### src/rtl/radar_sweep_ctrl.sv
// Radar sweep sequencer: ping-pong servo steps, settle, range request, publish.
// Optional RADAR_MANUAL_EN adds debounced manual stepping (btn_step, manual).
module radar_sweep_ctrl #(
  parameter int DWELL_CYCLES   = 25_000_000,
  parameter int TIMEOUT_CYCLES = 2_000_000,
  parameter int DIST_W         = 9
`ifdef RADAR_MANUAL_EN
  ,
  parameter int DEBOUNCE_CYCLES = 500_000
`endif
) (
  input  logic              clk,
  input  logic              rst,
  input  logic              enable,
`ifdef RADAR_MANUAL_EN
  input  logic              btn_step,
  input  logic              manual,
`endif
  output logic [1:0]        pos,
  output logic              meas_req,
  input  logic              meas_done,
  input  logic [DIST_W-1:0] meas_dist,
  output logic              dist_valid,
  output logic [DIST_W-1:0] dist_out,
  output logic [1:0]        dist_pos,
  output logic              timeout
);

  localparam int MAXC = (DWELL_CYCLES > TIMEOUT_CYCLES) ?
                        DWELL_CYCLES : TIMEOUT_CYCLES;
  localparam int CW = $clog2(MAXC);
  localparam logic [CW-1:0] DWELL_LAST = CW'(DWELL_CYCLES - 1);
  localparam logic [CW-1:0] TO_LAST    = CW'(TIMEOUT_CYCLES - 1);

  typedef enum logic [2:0] {
    IDLE, SETTLE, REQ, WAIT, ADVANCE
  } state_t;

  state_t            state, state_n;
  logic [CW-1:0]     cnt, cnt_n;
  logic              up, up_n;
  logic [1:0]        pos_n;
  logic              req_n, valid_n, to_n;
  logic [DIST_W-1:0] dout_n;
  logic [1:0]        dpos_n;
  logic              hold_idle;
  logic              step;

`ifdef RADAR_MANUAL_EN
  localparam int DBW = $clog2(DEBOUNCE_CYCLES);
  localparam logic [DBW-1:0] DB_LAST = DBW'(DEBOUNCE_CYCLES - 1);

  logic [1:0]     sync;
  logic [DBW-1:0] db_cnt;
  logic           db_lvl;
  logic           press;

  // level must differ from the accepted level for the full window
  always_ff @(posedge clk or posedge rst) begin
    if (rst) begin
      sync   <= '0;
      db_cnt <= '0;
      db_lvl <= 1'b0;
      press  <= 1'b0;
    end else begin
      sync  <= {sync[0], btn_step};
      press <= 1'b0;
      if (sync[1] == db_lvl) begin
        db_cnt <= '0;
      end else if (db_cnt == DB_LAST) begin
        db_cnt <= '0;
        db_lvl <= sync[1];
        press  <= sync[1];
      end else begin
        db_cnt <= db_cnt + DBW'(1);
      end
    end
  end

  assign hold_idle = manual;
  assign step      = press;
`else
  assign hold_idle = 1'b0;
  assign step      = 1'b0;
`endif

  always_ff @(posedge clk or posedge rst) begin
    if (rst) begin
      state      <= IDLE;
      cnt        <= '0;
      up         <= 1'b1;
      pos        <= 2'd1;
      meas_req   <= 1'b0;
      dist_valid <= 1'b0;
      timeout    <= 1'b0;
      dist_out   <= '0;
      dist_pos   <= 2'd0;
    end else begin
      state      <= state_n;
      cnt        <= cnt_n;
      up         <= up_n;
      pos        <= pos_n;
      meas_req   <= req_n;
      dist_valid <= valid_n;
      timeout    <= to_n;
      dist_out   <= dout_n;
      dist_pos   <= dpos_n;
    end
  end

  always_comb begin
    state_n = state;
    cnt_n   = cnt;
    up_n    = up;
    pos_n   = pos;
    req_n   = 1'b0;
    valid_n = 1'b0;
    to_n    = 1'b0;
    dout_n  = dist_out;
    dpos_n  = dist_pos;
    unique case (state)
      IDLE: begin
        if (hold_idle) begin
          if (step) state_n = ADVANCE;
        end else if (enable) begin
          state_n = SETTLE;
          cnt_n   = '0;
        end
      end
      SETTLE: begin
        if (cnt == DWELL_LAST) begin
          state_n = REQ;
          req_n   = 1'b1;
          cnt_n   = '0;
        end else begin
          cnt_n = cnt + CW'(1);
        end
      end
      REQ: begin
        state_n = WAIT;
        cnt_n   = '0;
      end
      WAIT: begin
        // a done on the terminal count still beats the timeout
        if (meas_done) begin
          dout_n  = meas_dist;
          dpos_n  = pos;
          valid_n = 1'b1;
          state_n = ADVANCE;
        end else if (cnt == TO_LAST) begin
          dout_n  = '1;
          dpos_n  = pos;
          valid_n = 1'b1;
          to_n    = 1'b1;
          state_n = ADVANCE;
        end else begin
          cnt_n = cnt + CW'(1);
        end
      end
      ADVANCE: begin
        if (up) begin
          if (pos == 2'd3) begin
            pos_n = 2'd2;
            up_n  = 1'b0;
          end else begin
            pos_n = pos + 2'd1;
          end
        end else begin
          if (pos == 2'd1) begin
            pos_n = 2'd2;
            up_n  = 1'b1;
          end else begin
            pos_n = pos - 2'd1;
          end
        end
        if (enable && !hold_idle) begin
          state_n = SETTLE;
          cnt_n   = '0;
        end else begin
          state_n = IDLE;
        end
      end
      default: state_n = IDLE;
    endcase
  end

endmodule

### config.mk
export PLATFORM = sky130hd
export DESIGN_NAME = radar_sweep_ctrl
export DESIGN_NICKNAME = d
export VERILOG_FILES = /design/src/rtl/radar_sweep_ctrl.sv
export SDC_FILE = /design/constraint.sdc
export NUM_CORES = 1
export LEC_CHECK = 0
export ABC_AREA = 1
export ABC_CLOCK_PERIOD_IN_PS = 5300
export CAP_MARGIN = 20
export CORE_AREA = 5 5 68 86
export CTS_CLUSTER_SIZE = 10
export DETAILED_ROUTE_END_ITERATION = 10
export DIE_AREA = 0 0 73 91
export PLACE_DENSITY = 0.8
export RECOVER_POWER = 100
export SYNTH_ARGS = -nofsm -noshare
export SYNTH_HDL_FRONTEND = slang
export SYNTH_SLANG_ARGS = --single-unit
### constraint.sdc
create_clock -name clk -period 5.3 [get_ports clk]
set_input_delay 0.795 -clock clk [delete_from_list [all_inputs] [get_ports clk]]
set_output_delay 0.795 -clock clk [all_outputs]
set_load 0.02 [all_outputs]
==> results of run 1 <==
path summary, 6_finish.rpt:
kind                                from        to  slack [ps]  cells after the start
worst max-delay path            state[2]   cnt[11]        2240                      8
worst min-delay path              pos[1]  register         490                      1
worst max register to register  state[2]   cnt[11]        2240                      8
worst min register to register    pos[1]  register         490                      1
max in group asynchronous            rst    cnt[6]        2860                      2
min in group asynchronous            rst   cnt[17]        1460                      2
layout make-up:
cell class                      instances  area, um^2
Fill cell                             468        1740
Multi-Input combinational cell        294        1400
Sequential cell                        45        1130
Timing Repair Buffer                   28         280
Inverter                               48         183
Clock buffer                            6        82.6
Tap cell                               62        77.6
Clock inverter                          2        37.5
layout by cell type, fill, tap and decap left out, types with 3 or more instances in the layout:
cell and instances:
xor2_1 7, nand3_1 30, o21ai_0 15, nor3_1 9
dlygate4sd3_1 17, clkbuf_8 6, nand2_1 132, inv_1 44
nand4_1 12, dfrtp_1 43, o22a_1 9, nand2_4 3
nor2_1 53, inv_2 3, o211ai_1 3, nor2_2 3
clkdlybuf4s50_1 11
routing by layer:
layer	GRT usage (%)	wire [um]
met1	26.3	2740
met2	40.9	3500
met3	5.08	358
met4	11.1	277
met5	0	0
kinds of logic after synthesis:
kind of cell	after synthesis	share of synthesized area, %
adders and majority gates	1	0.445
AOI/OAI and AO/OA	35	8.20
buffers and inverters	55	8.60
xor gates and xnor gates	8	2.49
and+or+nand+nor	249	39.7
DFF	45	40.2
muxes	1	0.356
where the power goes:
| group | total (W) | leakage [nW] | internal [W] | switching (W) |
|---|---|---|---|---|
| Combinational | 0.000486 | 0.898 | 0.000164 | 0.000322 |
| Clock | 0.000277 | 0.0574 | 0.000153 | 0.000124 |
| Sequential | 0.000468 | 0.577 | 0.000419 | 0.0000485 |
| Total | 0.00123 | 1.53 | 0.000737 | 0.000494 |
metrics by stage:
| step | setup WS (ps) | cell area [um^2] | total power [W] |
|---|---|---|---|
| global placement | 2900 | 3110 | 0.000981 |
| CTS | 3010 | 3230 | 0.00127 |
| detailed placement | 2860 | 3110 | 0.000998 |
| finish | 2240 | 3190 | 0.00123 |
| global route | 1810 | 3190 | 0.00132 |
| floorplan | 3450 | 2810 | 0.000833 |
sequential cells by signal, indices dropped and copies added (netlist names), named ones only:
| name | cells |
|---|---|
| meas_req | 1 |
| state | 3 |
| dist_out | 9 |
| dist_pos | 2 |
| pos | 2 |
| timeout | 1 |
| cnt | 25 |
| dist_valid | 1 |
==> out/metrics.cfg, run 1 <==
[run_status]
status=complete, but fails checks
violations=max-capacitance violations, max-slew violations

[detailed_routing]
wl_mm=6.88
drc=0
dr.first_iter.drc_count=196
routedWlPerCell_um=14.2
detail_route.first_pass.iterations=7
num_vias=2622
routed_via_density=5.41
ant_nets=0

[setup_path]
path_cells=inv_1 -> nand2_1 -> nor2_1 -> nand3_1 -> nand3_1 -> inv_4 -> nand2_1 -> nand2_1
worstPathArrival_ps=3260
crit_required_ps=5500
cp-start-kind=register
crit_buf_inv=2
path_delay_family=simple AND/OR/NAND/NOR gates
crit_type=register to register
max_stage_delay_ps=800
cp-end-kind=register
crit_slowest_cell=nand3_1
crit_top_cell=nand2_1
worstPathMaxFanout=24

[final_layout]
diodes=0
nets=436
drive_above_1_share_pct=6.38
final_cells=485
areaGrowthSynthToFinish_pct=13.7
fin_util_pct=64.7

[clock_tree]
cts.root.buffer_cell=clkbuf_8
post_cts_buffers=0
cts_sinks=45
numCtsBuffers=5
post_cts_resized=0
cts.reportedPaths.clkPinSlew_ps=90
tritoncts=built
cts_max_level=2
cts.path.max_buffers=2
cts.hold.buffers_added=0
clock_latency_ps=310

[timing]
clock-skew-final_ps=5.33
finalHoldViolations=0
worstMarginPinSlew_ps=1690
rsz0062_at_grt=no
fin_tns_setup_ps=0
setup_violations=0
fmax_ghz=0.327
min_period_ps=3060
slew_viol_final=46
slew_headroom_pct=-13.1
holdWs_ps=488
fin_crit_sh_pct=57.7

[synthesis]
yosysTopAreaCell=dfrtp_1
synth_cells=394
ys_top_cells_by_area=dfrtp_1 (38%), nand2_1 (17%), nor2_1 (6.9%)
syn_area_per_cell_um2=7.13
ys_warn_count=0
synth_top_area_share_pct=38.3
synth_common_cells=nand2_1 (129), nor2_1 (52), dfrtp_1 (43)
syn_nets=408
yosysMostFrequentCell=nand2_1
syn_area_mm2=0.00281
synth_edf_count=0
ys_seq_area_share_pct=40.2
ys_types=35
synthArstFlopShare_pct=100
ys_ff_latch=45
ys.flop_type=dfrtp_1

[pwr]
vdd_drop_max_mv=0.325
p_leak_nw=1.53
power_density_mw_per_mm2=385

[grt]
grt_max_degree=46
grt.total_usage_pct=23.4
antenna_found_initial=0
overflow=0
grt_pass1_vias=2727
grt_pass1_wl_mm=12.4

[floorplan]
num_rows=29
initial_core_util_pct=56.9
placeableCoreArea_mm2=0.00493
die_area_mm2=0.00664
dieWidth_um=73
io_pins=29
dieHeight_um=91

[placed_design]
io_buffers=28
dp_hpwl_mm=5.19
gp_congestion=0.976
placedCellCount=477

[min_path]
hold_class=register to register

[job]
max_cap_viol_count=1

Note: power is estimated with default switching activity, not from simulation.
==> run 2, diff against run 1 <==
Settings changed: ABC_CLOCK_PERIOD_IN_PS 5300 to 2600, CORE_AREA 5 5 68 86 to 5 5 73 91, DIE_AREA 0 0 73 91 to 0 0 78 96, PLACE_DENSITY 0.8 to 0.74.
Clock period 5.3 ns to 2.6 ns, I/O delays scaled along.
==> run 2 against run 1 <==
Effect of this change: the run now ends clean; sequential power up 100%; global-route usage down 3.5 points; sequential cell count unchanged; core utilization down 8.2 points; register-to-register slack worse by 1900 ps; cell count up 1.2%; clock skew up 1.4 ps; count of clock-buffer cells in the layout up 1; clock power up 100%; worst hold slack better by 9.6 ps; combinational power up 110%; via count unchanged; critical path type unchanged; largest power group unchanged.
==> out/metrics.cfg, run 2 (synthesized netlist as in run 1, its figures left out) <==
[detailed_routing]
num_vias=2622  ; unchanged
dr.first_iter.drc_count=108  ; was 196
routed_via_density=5.34  ; was 5.41
ant_nets=0  ; unchanged
wl_mm=6.95  ; was 6.88 mm
routedWlPerCell_um=14.2  ; about the same
drc=0  ; unchanged
detail_route.first_pass.iterations=4  ; was 7

[placed_design]
dp_hpwl_mm=5.23  ; was 5.19 mm
gp_congestion=0.940  ; was 0.976
placed_cell_area_mm2=0.00313  ; was 0.00311 mm^2
post-place-ws_ps=528  ; was 2860 ps
io_buffers=28  ; unchanged

[setup_path]
worstPathArrival_ps=2450  ; was 3260 ps
cp-end-kind=register  ; unchanged
crit_required_ps=2820  ; was 5500 ps
worstPathMaxFanout=24  ; unchanged
cp-start-kind=register  ; unchanged
max_stage_delay_ps=390  ; was 800 ps
crit_slowest_cell=dfrtp_1  ; was nand3_1
path_delay_family=simple AND/OR/NAND/NOR gates  ; unchanged
crit_type=register to register  ; unchanged
crit_buf_inv=1  ; was 2
path_cells=ha_1 -> nand2_1 -> nor2_8 -> nand2_4 -> nor2_1 -> nand3_4 -> nand3_4 -> inv_4 -> o21ai_0  ; was inv_1 -> nand2_1 -> nor2_1 -> nand3_1 -> nand3_1 -> inv_4 -> nand2_1 -> nand2_1
crit_top_cell=nand3_4  ; was nand2_1

[pwr]
switching_share_pct=39.9  ; was 40.1%
seq_power_share_pct=37.9  ; was 38.0%
netSwitchingPower_w=0.00101  ; was 0.000494 W
power_density_mw_per_mm2=784  ; was 385 mW/mm^2
vdd_drop_max_mv=0.578  ; was 0.325 mV
p_leak_nw=1.55  ; was 1.53 nW
clkPwrFrac_pct=22.1  ; was 22.5%
p_comb_share_pct=40.0  ; was 39.5%
p_int_w=0.00152  ; was 0.000737 W

[final_layout]
drive_above_1_share_pct=7.06  ; was 6.38%
final_common_cell=nand2_1  ; unchanged
areaGrowthSynthToFinish_pct=14.7  ; was 13.7%
nets=438  ; was 436
largest_register_ff_count=25  ; unchanged
final_area_mm2=0.00322  ; was 0.00319 mm^2
final_cell_mix=nand2_1 (132), nor2_1 (53), dfrtp_1 (43), inv_1 (42), nand3_1 (28)  ; was nand2_1 (132), nor2_1 (53), inv_1 (44), dfrtp_1 (43), nand3_1 (30)
diodes=0  ; unchanged
top_regs=cnt x25, dist_out x9, state x3  ; unchanged
top_register=cnt  ; unchanged

[floorplan]
die_area_mm2=0.00749  ; was 0.00664 mm^2
dieHeight_um=96  ; was 91 um
placeableCoreArea_mm2=0.00570  ; was 0.00493 mm^2
dieWidth_um=78  ; was 73 um
initial_core_util_pct=49.3  ; was 56.9%
num_rows=31  ; was 29
io_pins=29  ; unchanged

[clock_tree]
cts.root.buffer_cell=clkbuf_8  ; unchanged
cts_max_level=2  ; unchanged
numCtsBuffers=5  ; unchanged
post_cts_buffers=0  ; unchanged
cts.hold.buffers_added=0  ; unchanged
post_cts_resized=0  ; unchanged
clock_latency_ps=310  ; about the same
cts_sinks=45  ; unchanged
tritoncts=built  ; unchanged
cts.reportedPaths.clkPinSlew_ps=90  ; about the same
cts.path.max_buffers=2  ; unchanged

[timing]
rsz0062_at_grt=no  ; unchanged
slew_headroom_pct=8.43  ; was -13.1%
min_period_ps=2230  ; was 3060 ps
fin_tns_setup_ps=0  ; unchanged
setup_violations=0  ; unchanged
slew_viol_final=0  ; was 46
fin_crit_sh_pct=85.7  ; was 57.7%
fmax_ghz=0.449  ; was 0.327 GHz
clock-skew-final_ps=6.68  ; was 5.33 ps
finalHoldViolations=0  ; unchanged
layout_setup_ws_ps=371  ; was 2240 ps
worstMarginPinSlew_ps=1370  ; was 1690 ps

[job]
max_cap_viol_count=0  ; was 1

[grt]
overflow=0  ; unchanged
grt_max_degree=37  ; was 46
grt_pass1_vias=2627  ; was 2727
grt_pass1_wl_mm=11.9  ; was 12.4 mm
grt.total_usage_pct=19.9  ; was 23.4%
antenna_found_initial=0  ; unchanged

[run_status]
status=complete, no violations  ; was complete, but fails checks

[min_path]
hold_class=register to register  ; unchanged

run 2: per-stage QoR:
| step | utilization, % | instances | hold WS, ps | power [W] |
|---|---|---|---|---|
| floorplan | - | 394 | 456 | 0.00170 |
| global placement | 54.9 | 483 | 481 | 0.00202 |
| detailed placement | 54.9 | 483 | 484 | 0.00204 |
| CTS | 56.9 | 491 | 508 | 0.00261 |
| global route | 56.5 | 491 | 529 | 0.00270 |
| finish | 56.5 | 491 | 498 | 0.00253 |
run 2: area by class of cell:
type | instances | area, um^2
repair buffers | 30 | 292
multi-input cells | 294 | 1420
clock inverters | 1 | 30.0
flip-flops and latches | 45 | 1130
clock buffers | 7 | 86.3
fillers | 552 | 2480
inverters | 48 | 183
well taps | 66 | 82.6
run 2: per-layer routing:
| metal | routed length [um] | up-vias | GRT usage, % |
|---|---|---|---|
| met1 | 2930 | 1214 | 22.7 |
| li1 | - | 1314 | - |
| met5 | 0 | - | 0 |
| met2 | 3440 | 77 | 35.4 |
| met4 | 235 | 0 | 9.58 |
| met3 | 351 | 17 | 3.93 |
run 2: final timing paths:
kind                             start         end  slack, ps  depth (start not counted)
worst max register to register  cnt[0]     cnt[24]        370                          9
worst min register to register  pos[1]    register        500                          1
worst max-delay path            cnt[0]     cnt[24]        370                          9
min in group asynchronous          rst  dist_valid        910                          2
worst min-delay path            pos[1]    register        500                          1
max in group asynchronous          rst     cnt[17]        620                          3
run 2: power by group through the flow:
stage	Combinational, W	Sequential [W]	Clock (W)
6_report	0.00101	0.000957	0.000557
5_1_grt	0.00112	0.000981	0.000596
4_1_cts	0.00108	0.000962	0.000572
3_5_place_dp	0.00107	0.000971	0
3_3_place_gp	0.00105	0.000968	0
2_1_floorplan	0.000624	0.00107	0
==> run 3, diff against run 2 <==
Settings changed: ABC_CLOCK_PERIOD_IN_PS 2600 to unset, CORE_AREA 5 5 73 91 to 5 5 74 92, DIE_AREA 0 0 78 96 to 0 0 79 97, PLACE_DENSITY 0.74 to 0.7.
Clock period 2.6 ns to 2.3 ns, I/O delays scaled along.
==> run 3 against run 2 <==
Effect of this change: die area grew 2.3%; critical path type unchanged; fmax rose by 8.9%; critical path depth increased by 1; power rose by 16%.
==> out/metrics.cfg, run 3 (synthesized netlist as in run 1, its figures left out) <==
[timing]
fin_tns_setup_ps=0  ; unchanged
worstMarginPinSlew_ps=1110  ; was 1370 ps
slew_viol_final=0  ; unchanged
fin_crit_sh_pct=89.0  ; was 85.7%
clock-skew-final_ps=5.32  ; was 6.68 ps
setup_violations=0  ; unchanged
slew_headroom_pct=25.7  ; was 8.43%
rsz0062_at_grt=no  ; unchanged
finalHoldViolations=0  ; unchanged
fmax_ghz=0.489  ; was 0.449 GHz
min_period_ps=2050  ; was 2230 ps

[job]
max_cap_viol_count=0  ; unchanged

[setup_path]
crit_required_ps=2520  ; was 2820 ps
path_cells=ha_1 -> nand2_1 -> nor2_8 -> nand2_4 -> nor2_4 -> nand3_4 -> nand3_4 -> buf_4 -> nand2_1 -> o21ai_0  ; was ha_1 -> nand2_1 -> nor2_8 -> nand2_4 -> nor2_1 -> nand3_4 -> nand3_4 -> inv_4 -> o21ai_0
r2r_cells=10  ; was 9
worstPathMaxFanout=15  ; was 24
crit_slowest_cell=dfrtp_1  ; unchanged
r2r_start=cnt[0]  ; unchanged
r2r_setup_slack_ps=250  ; was 370 ps
max_stage_delay_ps=400  ; was 390 ps
crit_buf_inv=1  ; unchanged
cp-start-kind=register  ; unchanged
crit_type=register to register  ; unchanged
cp-end-kind=register  ; unchanged
path_delay_family=simple AND/OR/NAND/NOR gates  ; unchanged
worstPathArrival_ps=2260  ; was 2450 ps
rr_endpoint=cnt[18]  ; was cnt[24]

[clock_tree]
clock_latency_ps=300  ; was 310 ps
numCtsBuffers=5  ; unchanged
post_cts_resized=0  ; unchanged
cts.root.buffer_cell=clkbuf_8  ; unchanged
cts.hold.buffers_added=0  ; unchanged
post_cts_buffers=0  ; unchanged
cts.path.max_buffers=2  ; unchanged
cts_max_level=2  ; unchanged
cts_sinks=45  ; unchanged
tritoncts=built  ; unchanged
cts.reportedPaths.clkPinSlew_ps=90  ; about the same

[pwr]
p_total_w=0.00293  ; was 0.00253 W
clkPwrFrac_pct=21.8  ; was 22.1%
p_int_w=0.00175  ; was 0.00152 W
p_leak_nw=1.55  ; about the same
power_density_mw_per_mm2=899  ; was 784 mW/mm^2
seq_power_share_pct=37.1  ; was 37.9%
netSwitchingPower_w=0.00118  ; was 0.00101 W
vdd_drop_max_mv=0.647  ; was 0.578 mV
switching_share_pct=40.3  ; was 39.9%
p_comb_share_pct=41.1  ; was 40.0%

[grt]
overflow=0  ; unchanged
antenna_found_initial=0  ; unchanged
grt_max_degree=46  ; was 37
grt_pass1_wl_mm=12.5  ; was 11.9 mm
grt_pass1_vias=2664  ; was 2627
grt.total_usage_pct=20.1  ; was 19.9%

[placed_design]
placed_cell_area_mm2=0.00316  ; was 0.00313 mm^2
dp_hpwl_mm=5.57  ; was 5.23 mm
gp_congestion=0.937  ; was 0.940
io_buffers=28  ; unchanged

[detailed_routing]
num_vias=2644  ; was 2622
dr.first_iter.drc_count=179  ; was 108
routed_via_density=5.36  ; was 5.34
detail_route.first_pass.iterations=4  ; unchanged
wl_mm=7.32  ; was 6.95 mm
drc=0  ; unchanged
ant_nets=0  ; unchanged
routedWlPerCell_um=14.8  ; was 14.2 um

[floorplan]
dieHeight_um=97  ; was 96 um
dieWidth_um=79  ; was 78 um
die_area_mm2=0.00766  ; was 0.00749 mm^2
num_rows=31  ; unchanged
io_pins=29  ; unchanged
placeableCoreArea_mm2=0.00578  ; was 0.00570 mm^2
initial_core_util_pct=48.6  ; was 49.3%

[final_layout]
nets=440  ; was 438
final_area_mm2=0.00326  ; was 0.00322 mm^2
top_register=cnt  ; unchanged
final_cell_mix=nand2_1 (131), nor2_1 (52), dfrtp_1 (43), inv_1 (41), nand3_1 (28)  ; was nand2_1 (132), nor2_1 (53), dfrtp_1 (43), inv_1 (42), nand3_1 (28)
largest_register_ff_count=25  ; unchanged
areaGrowthSynthToFinish_pct=15.9  ; was 14.7%
diodes=0  ; unchanged
top_regs=cnt x25, dist_out x9, state x3  ; unchanged
final_common_cell=nand2_1  ; unchanged
drive_above_1_share_pct=8.67  ; was 7.06%

[run_status]
status=complete, no violations  ; unchanged

[min_path]
hold_class=register to register  ; unchanged
holdCritStartpoint=pos[1]  ; unchanged
min_path_cells=1  ; unchanged

## run 3: stage by stage
stage / hold WS [ps] / std cells / utilization (%) / setup slack [ps]
finish: 503 / 493 / 56.3 / 254
floorplan: 411 / 394 / - / 633
global route: 535 / 493 / 56.3 / 116
global placement: 469 / 485 / 54.6 / 397
detailed placement: 492 / 485 / 54.6 / 372
CTS: 398 / 493 / 56.7 / 342
## run 3: worst max-delay path by stage
stage	start	to	cells past startpoint
final	cnt[0]	cnt[18]	10
after detailed placement	cnt[0]	cnt[18]	10
after floorplan	cnt[0]	cnt[7]	11
after CTS	cnt[0]	cnt[18]	10
after global placement	enable	cnt[21]	8
after global routing	cnt[0]	cnt[0]	10
## run 3: per-layer routing
metal  routed length, um  up-vias  track usage [%]
met1                3110     1234             24.3
met4                 180        0             6.48
met3                 301       17             3.81
met2                3740       71             35.4
met5                   0        -                0
li1                    -     1322                -
## run 3: area by class of cell
type                    instances  area [um^2]
flip-flops and latches         45         1130
clock buffers                   6         82.6
clock inverters                 2         37.5
fillers                       531         2520
inverters                      48          183
multi-input cells             294         1430
well taps                      66         82.6
repair buffers                 32          308
## run 3: power groups by stage
| stage | logic (W) | clock network (W) | registers [W] |
|---|---|---|---|
| after floorplan | 0.000705 | 0 | 0.00121 |
| after global placement | 0.00124 | 0 | 0.00109 |
| after detailed placement | 0.00125 | 0 | 0.00111 |
| after CTS | 0.00126 | 0.000653 | 0.00109 |
| after global routing | 0.00131 | 0.000683 | 0.00112 |
| final | 0.00120 | 0.000637 | 0.00109 |
## run 3: worst reg2reg max path: cells and delay by family, from the launching register on
| kind | cells | cell delay, ps |
|---|---|---|
| DFF | 1 | 400 |
| buffers and inverters | 1 | 220 |
| AOI/OAI and AO/OA | 1 | 80 |
| and+or+nand+nor | 7 | 1040 |
| adders and majority gates | 1 | 220 |
